### config.mk
export PLATFORM = sky130hd
export DESIGN_NAME = commit_trace_buffer
export DESIGN_NICKNAME = d
export VERILOG_FILES = /design/src/rtl/commit_trace_buffer.sv
export SDC_FILE = /design/constraint.sdc
export NUM_CORES = 1
export LEC_CHECK = 0
export BUFFER_PORTS_ARGS = -buffer_cell sky130_fd_sc_hd__buf_2
export CAP_MARGIN = 10
export CORE_MARGIN = 2
export CORE_UTILIZATION = 51
export DETAILED_ROUTE_END_ITERATION = 10
export GPL_TIMING_DRIVEN = 0
export PLACE_DENSITY = 0.68
export SETUP_SLACK_MARGIN = 0.02
export SLEW_MARGIN = 40
export SYNTH_ARGS = -nofsm -noshare
export SYNTH_HDL_FRONTEND = slang
export SYNTH_SLANG_ARGS = --single-unit
### constraint.sdc
create_clock -name clk -period 18.8 [get_ports clk]
set_input_delay 0 -clock clk [delete_from_list [all_inputs] [get_ports clk]]
set_output_delay 0 -clock clk [all_outputs]
set_load 0.01 [all_outputs]
### src/rtl/commit_trace_buffer.sv
// commit_trace_buffer: arm/trigger-controlled capture of retired instructions into a FWFT ring buffer
module commit_trace_buffer #(
  parameter int XLEN  = 32,
  parameter int DEPTH = 16,
  parameter int WRAP  = 0
) (
  input  logic                       clk,
  input  logic                       rst,
  input  logic                       in_valid,
  input  logic [XLEN-1:0]            in_pc,
  input  logic [31:0]                in_instr,
  input  logic [XLEN-1:0]            in_wdata,
  input  logic                       in_regwrite,
  input  logic                       arm,
  input  logic                       stop,
  input  logic                       trig_en,
  input  logic [XLEN-1:0]            trig_pc,
  output logic                       out_valid,
  input  logic                       out_ready,
  output logic [XLEN-1:0]            out_pc,
  output logic [31:0]                out_instr,
  output logic [XLEN-1:0]            out_wdata,
  output logic                       out_regwrite,
  output logic [$clog2(DEPTH):0]     count,
  output logic                       full,
  output logic                       overflow,
  output logic [1:0]                 state
);
  localparam int AW = $clog2(DEPTH);
  localparam int CW = AW + 1;
  localparam int RW = 2 * XLEN + 33;
  typedef enum logic [1:0] {IDLE, ARMED, CAPTURE, DONE} state_t;
  state_t         st;
  logic [AW-1:0]  wp, rp;
  logic [CW-1:0]  cnt, cap;
  logic [RW-1:0]  mem [DEPTH];
  logic           hit, push, pop, ovw, last;
  always_comb begin
    hit  = in_valid && in_pc == trig_pc;
    push = !arm && in_valid && (st == CAPTURE || (st == ARMED && hit));
    pop  = !arm && out_valid && out_ready;
    ovw  = WRAP != 0 && push && full && !pop;
    last = WRAP == 0 && push && cap == CW'(DEPTH - 1);
  end
  always_ff @(posedge clk or negedge rst) begin
    if (!rst) begin
      st       <= IDLE;
      wp       <= '0;
      rp       <= '0;
      cnt      <= '0;
      cap      <= '0;
      overflow <= 1'b0;
    end else if (arm) begin
      st       <= trig_en ? ARMED : CAPTURE;
      wp       <= '0;
      rp       <= '0;
      cnt      <= '0;
      cap      <= '0;
      overflow <= 1'b0;
    end else begin
      if (push) wp <= wp + AW'(1);
      if (pop || ovw) rp <= rp + AW'(1);
      if (push && !pop && !ovw) cnt <= cnt + CW'(1);
      else if (pop && !push) cnt <= cnt - CW'(1);
      if (push) cap <= cap + CW'(1);
      if (ovw) overflow <= 1'b1;
      if (((st == ARMED || st == CAPTURE) && stop) || last) st <= DONE;
      else if (st == ARMED && push) st <= CAPTURE;
    end
  end
  // storage is left unreset; its contents are only observed while count != 0
  always_ff @(posedge clk) begin
    if (push) mem[wp] <= {in_pc, in_instr, in_wdata, in_regwrite};
  end
  assign {out_pc, out_instr, out_wdata, out_regwrite} = mem[rp];
  assign out_valid = cnt != '0;
  assign full      = cnt == CW'(DEPTH);
  assign count     = cnt;
  assign state     = st;
endmodule

Yosys cells after proc, flatten, opt, wreduce, memory -nomap -nowiden
Memories as Yosys holds them, arrays and structs flattened.
Cells that the tools add are included.
{"block": "word_totals", "in_bits": 136, "memories": 1, "regBits": 20, "output_inout_bits": 107, "elab_cells": 53, "ramBits": 1552}
{"block": "classes", "reduce_logical": 22, "add_sub_neg": 5, "n_eq_ne": 5, "muxes": 15}
{"memory": "mem", "words": 16, "word_bits": 97, "rd": 1, "rd_clocked_by_memory_dff": 0, "wr": 1, "line": "36", "source": "logic [RW-1:0] mem [DEPTH];"}
{"operator": "$eq A32 B32 Y1", "n": 1}
{"operator": "$mux W5", "n": 5}
{"operator": "$mux W4", "n": 4}
{"operator": "$logic_and A1 B1 Y1", "n": 11}
{"operator": "$add A5 B1 Y5 const B", "n": 2}
{"operator": "$add A4 B1 Y4 const B", "n": 2}
{"operator": "$mux W2", "n": 4}
{"operator": "$reduce_bool A3 Y1", "n": 2}
{"operator": "$eq A5 B4 Y1 const B", "n": 1}
{"operator": "$eq A5 B5 Y1 const B", "n": 1}
{"operator": "$reduce_bool A5 Y1", "n": 1}
{"operator": "$sub A5 B1 Y5 const B", "n": 1}
{"operator": "$reduce_bool A2 Y1", "n": 2}
{"operator": "$logic_not A1 Y1", "n": 3}
{"operator": "$logic_or A1 B1 Y1", "n": 3}
{"operator": "$eq A2 B1 Y1 const B", "n": 1}
{"operator": "$eq A2 B2 Y1 const B", "n": 1}
{"operator": "$mux W1", "n": 2}

Longest topological paths before layout
{"block": "depth", "word_depth": 10, "mapped_depth": 16, "ltp_nobuf": 14}

Least setup slack after synthesis
No wires, ideal clock.
{"block": "synth_path", "path_kind": "register to register", "from": "reg st[1] (netlist: state[1])", "to": "mem mem[2][0] (netlist name), enable pin", "required_ps": 18007, "stages_incl_launch_ff": 10, "period_less_slack_ps": 11729, "path_slack_ps": 7071, "n_path_buf": 2, "setup_ps": 793, "t_arrival_ps": 10936, "path_cell_list": "dfrtp_1 > inv_1 > ha_1 > and3_1 > nand4_1 > or4_1 > buf_4 > a21oi_2 > buf_2 > nor4bb_1"}
{"block": "synth_via", "elab_chain_cells": 6, "word_cells_on_any_way": 7, "cone_classes": "eq/ne: 2; mux: 2; reduce/logical: 3"}
{"item": "start, declared", "line": "33", "source": "state_t st;"}
{"item": "start signal, assigned", "line": "54", "source": "st <= trig_en ? ARMED : CAPTURE;"}
{"item": "$eq A2 B1 Y1", "line": "40", "source": "push = !arm && in_valid && (st == CAPTURE || (st == ARMED && hit));"}
{"item": "$logic_and A1 B1 Y1", "line": "40"}
{"item": "$logic_or A1 B1 Y1 *", "line": "40"}
{"item": "$logic_and A1 B1 Y1 *", "line": "40"}
{"item": "$mux W1 *", "line": "73", "source": "if (push) mem[wp] <= {in_pc, in_instr, in_wdata, in_regwrite};"}
{"item": "$mux W1 (not written as such) *", "line": "73"}
{"item": "end, declared", "line": "36"}
Mark *: on every way between the ends. The rest lies on a longest branch, timed or not.

Final worst setup path
{"block": "layout_path", "from": "reg rp[0]", "to": "out out_pc[24]"}
{"block": "layout_via", "elab_chain_cells": 1}
{"item": "start, declared", "line": "34", "source": "logic [AW-1:0] wp, rp;"}
{"item": "start signal, assigned", "line": "62", "source": "if (pop || ovw) rp <= rp + AW'(1);"}
{"item": "$mem_v2 Z16 W97"}
{"item": "end, declared", "line": "20", "source": "output logic [XLEN-1:0] out_pc,"}
Every way passes these cells.

==> impl_metrics.toml <==
[run_status]
status = "complete, no violations"

[worst_setup_path]
crit_required_ns = 18.80
cp_common_cell = "buf_2"
critPathKind = "reg -> out"
arrival_ns = 4.54
worstSetupStartpointType = "flop"
path_cells = "clkbuf_1, buf_2, buf_1, buf_2, mux2i_1, a221oi_1, o21ai_0, nand2_1, buf_2"
crit_slowest_cell = "buf_1"
cp-end-kind = "output pin"
critPathMaxStageDelay_ns = 0.68
r2r-start = "state[1]"
crit_path_start = "rp[0]"
crit_fanout = 10

[synthesis]
ys.flop_type = "edfxtp_1"
synthesis.instances = 3103
synth_fp_nets = 3253
syn_area_um2 = 61000
synth_seq_area_share_pct = 77.3
synth_seq_cells = 1572
synthArstFlopShare_pct = 1.27
yosysUniqueCellTypes = 54
synth-edff-count = 1552
syn_avg_cell_area_um2 = 19.7
yosysWarnings = 0

[cts]
cts_tree = "built"
cts_inserted_buffers = 156
clk_latency_ns = 0.76
cts-root-buf = "clkbuf_16"
cts-htree-levels = 4
post_cts_resized = 0
cts_buffer_depth = 3
numClockSinks = 1572
clk_pin_slew_ns = 0.06

[finish]
nNetsFinal = 3832
layout-drive-gt1-share_pct = 23.9
layout.cells.non_filler = 5403
utilization_pct = 60.4
syn_to_final_growth_pct = 17.2

[sta]
rsz0062_at_grt = "false"
fmax_mhz = 220
whs_ns = 0.0446
fin_ws_ns = 14.26
hold_viol = 0
worstMarginPinSlew_ns = 0.913
period_needed_ns = 4.54
setup_viol = 0
slew_headroom_pct = 39.1
skew_ns = 0.0274
drv_slew = 0
period_share_pct = 24.2

[placement]
pre_cts_ws_ns = 14.54
place_hpwl_um = 96200
io_buffers = 240
finalWeightedCongestion = 0.789
dp.cells = 5013

[power]
combPwrFrac_pct = 19.6
power_density_nw_per_um2 = 119
p_int_mw = 6.28
ir_drop_v = 0.0000971
p_seq_share_pct = 45.6
power.leakage_nw = 23.1
p_sw_share_pct = 26.1
clock_power_share_pct = 34.8
switchingPower_mw = 2.21

[floorplan]
die_w_um = 350
initial_core_util_pct = 51.5
dieArea_um2 = 122000
die_h_um = 350
fp-row-count = 126
io_pins = 243
core_um2 = 118000

[routing]
drt_iter0_drc = 3780
via_per_inst = 5.97
drt_first_pass_iters = 5
wl_per_cell_um = 27.7
drc_errors = 0
route.vias.total = 32277
routed_wl_um = 149000
antenna_left = 0

[run]
max_cap_viol_count = 0

[global_routing]
grt_max_degree = 33
grt_pass1_wl_um = 217000
gr-total-overflow = 0
track_usage_pct = 24.5
grt_pass1_vias = 32540
antenna_found_initial = 13

[worst_hold_path]
hold_path.class = "in -> reg"
hp-start = "trig_pc[20]"
-- worst paths after layout --
check                      cells past startpoint  slack [ns]          to
max                                            9       14.26  out_pc[24]
min                                            7        0.04    count[3]
max reg2reg                                   14       14.68  mem[2][42]
min reg2reg                                    2        0.54      cap[4]
max in group asynchronous                      4       18.33       wp[0]
min in group asynchronous                      4        0.31    count[3]
-- synthesized netlist by cell type, drive strengths merged, types with 20 or more instances --
cell,count,area (µm²)
edfxtp,1552,46600
mux2i,291,2910
o21ai,201,1010
mux4,194,4370
clkbuf,117,439
nand2,113,424
a21oi,105,529
a221oi,99,873
mux2,99,1110
a22oi,97,728
buf,54,229
xor2,25,219
dfrtp,20,500
-- power by group through the flow --
stage	sequential, mW	combinational (mW)	clock (mW)
floorplan	3.95	1.09	0
global placement	3.95	1.64	0
detailed placement	3.95	1.66	0
CTS	3.87	1.69	2.99
global route	3.87	1.78	3.13
finish	3.87	1.67	2.96
-- cells by family (layout without fill, tap and decap cells) --
group	after synthesis	count (layout)	synth area share [%]
multiplexers	584	584	13.8
AND/OR/NAND/NOR	193	193	1.55
buffers and inverters	184	880	1.18
other	1	5	0.00615
AO/OA/AOI/OAI	516	516	5.38
adder cells (fa/ha/maj)	14	14	0.300
flip-flops	1572	1572	77.3
XOR/XNOR	39	39	0.560
-- cell usage in the layout, fill, tap and decap left out, types with 5 or more instances in the layout --
cell / instances
a21oi_1: 104
nand2_1: 113
inv_1: 13
clkbuf_1: 136
nor2b_1: 9
nand2b_1: 6
mux2i_1: 291
nor4_1: 8
clkbuf_2: 29
ha_1: 13
clkinv_1: 25
xor2_1: 22
edfxtp_1: 1552
a22oi_1: 97
clkinv_2: 24
nor2_1: 14
bufinv_16: 6
xnor2_1: 13
dfrtp_1: 20
nand4_1: 5
clkbuf_16: 163
buf_12: 53
dlygate4sd3_1: 108
clkbuf_8: 6
nand3_1: 5
a221oi_1: 98
buf_4: 17
buf_2: 279
buf_1: 10
mux4_2: 194
o21ai_0: 200
mux2_2: 97
-- registers in the layout (all words and copies together) (netlist names) --
register,cells
mem,1552
cap,5
count,5
rp,4
wp,4
state,2
-- layer usage --
| metal | track usage, % | wire length, µm | vias to the layer above |
|---|---|---|---|
| met3 | 4.25 | 11100 | 225 |
| li1 | - | - | 13952 |
| met4 | 6.87 | 3500 | 8 |
| met5 | 0 | 54 | - |
| met2 | 40.0 | 72900 | 1289 |
| met1 | 34.3 | 62000 | 16803 |
-- through the flow --
| stage | setup TNS (ns) | power, mW | instance area [µm²] |
|---|---|---|---|
| finish | 0 | 8.50 | 71500 |
| detailed placement | 0 | 5.61 | 65500 |
| floorplan | 0 | 5.04 | 61000 |
| global route | 0 | 8.79 | 71500 |
| CTS | 0 | 8.56 | 71400 |
| global placement | -420.35 | 5.58 | 64200 |
-- layout make-up --
cell class              instances  area (µm²)
clock inverters                61         475
well taps                    1600        2000
plain buffers                 171         734
flip-flops and latches       1572       47100
multi-input cells            1347       13200
fillers                      8389       46900
clock buffers                 214        4330
diodes                          4        10.0
inverters                      13        48.8
repair buffers                421        3530
-- worst max-delay path, delay by kind of cell, from the launching register on --
family                 cells  cell delay [ns]
AO/OA/AOI/OAI              2             0.66
multiplexers               1             0.13
flip-flops                 1             0.46
AND/OR/NAND/NOR            1             0.21
buffers and inverters      5             2.30
-- what timing repair did --
action                     CTS  global route
hold endpoints to repair  1587             0
buffers inserted             0             0
hold buffers               109             0
No activity file was read; power rests on OpenSTA's default activity.
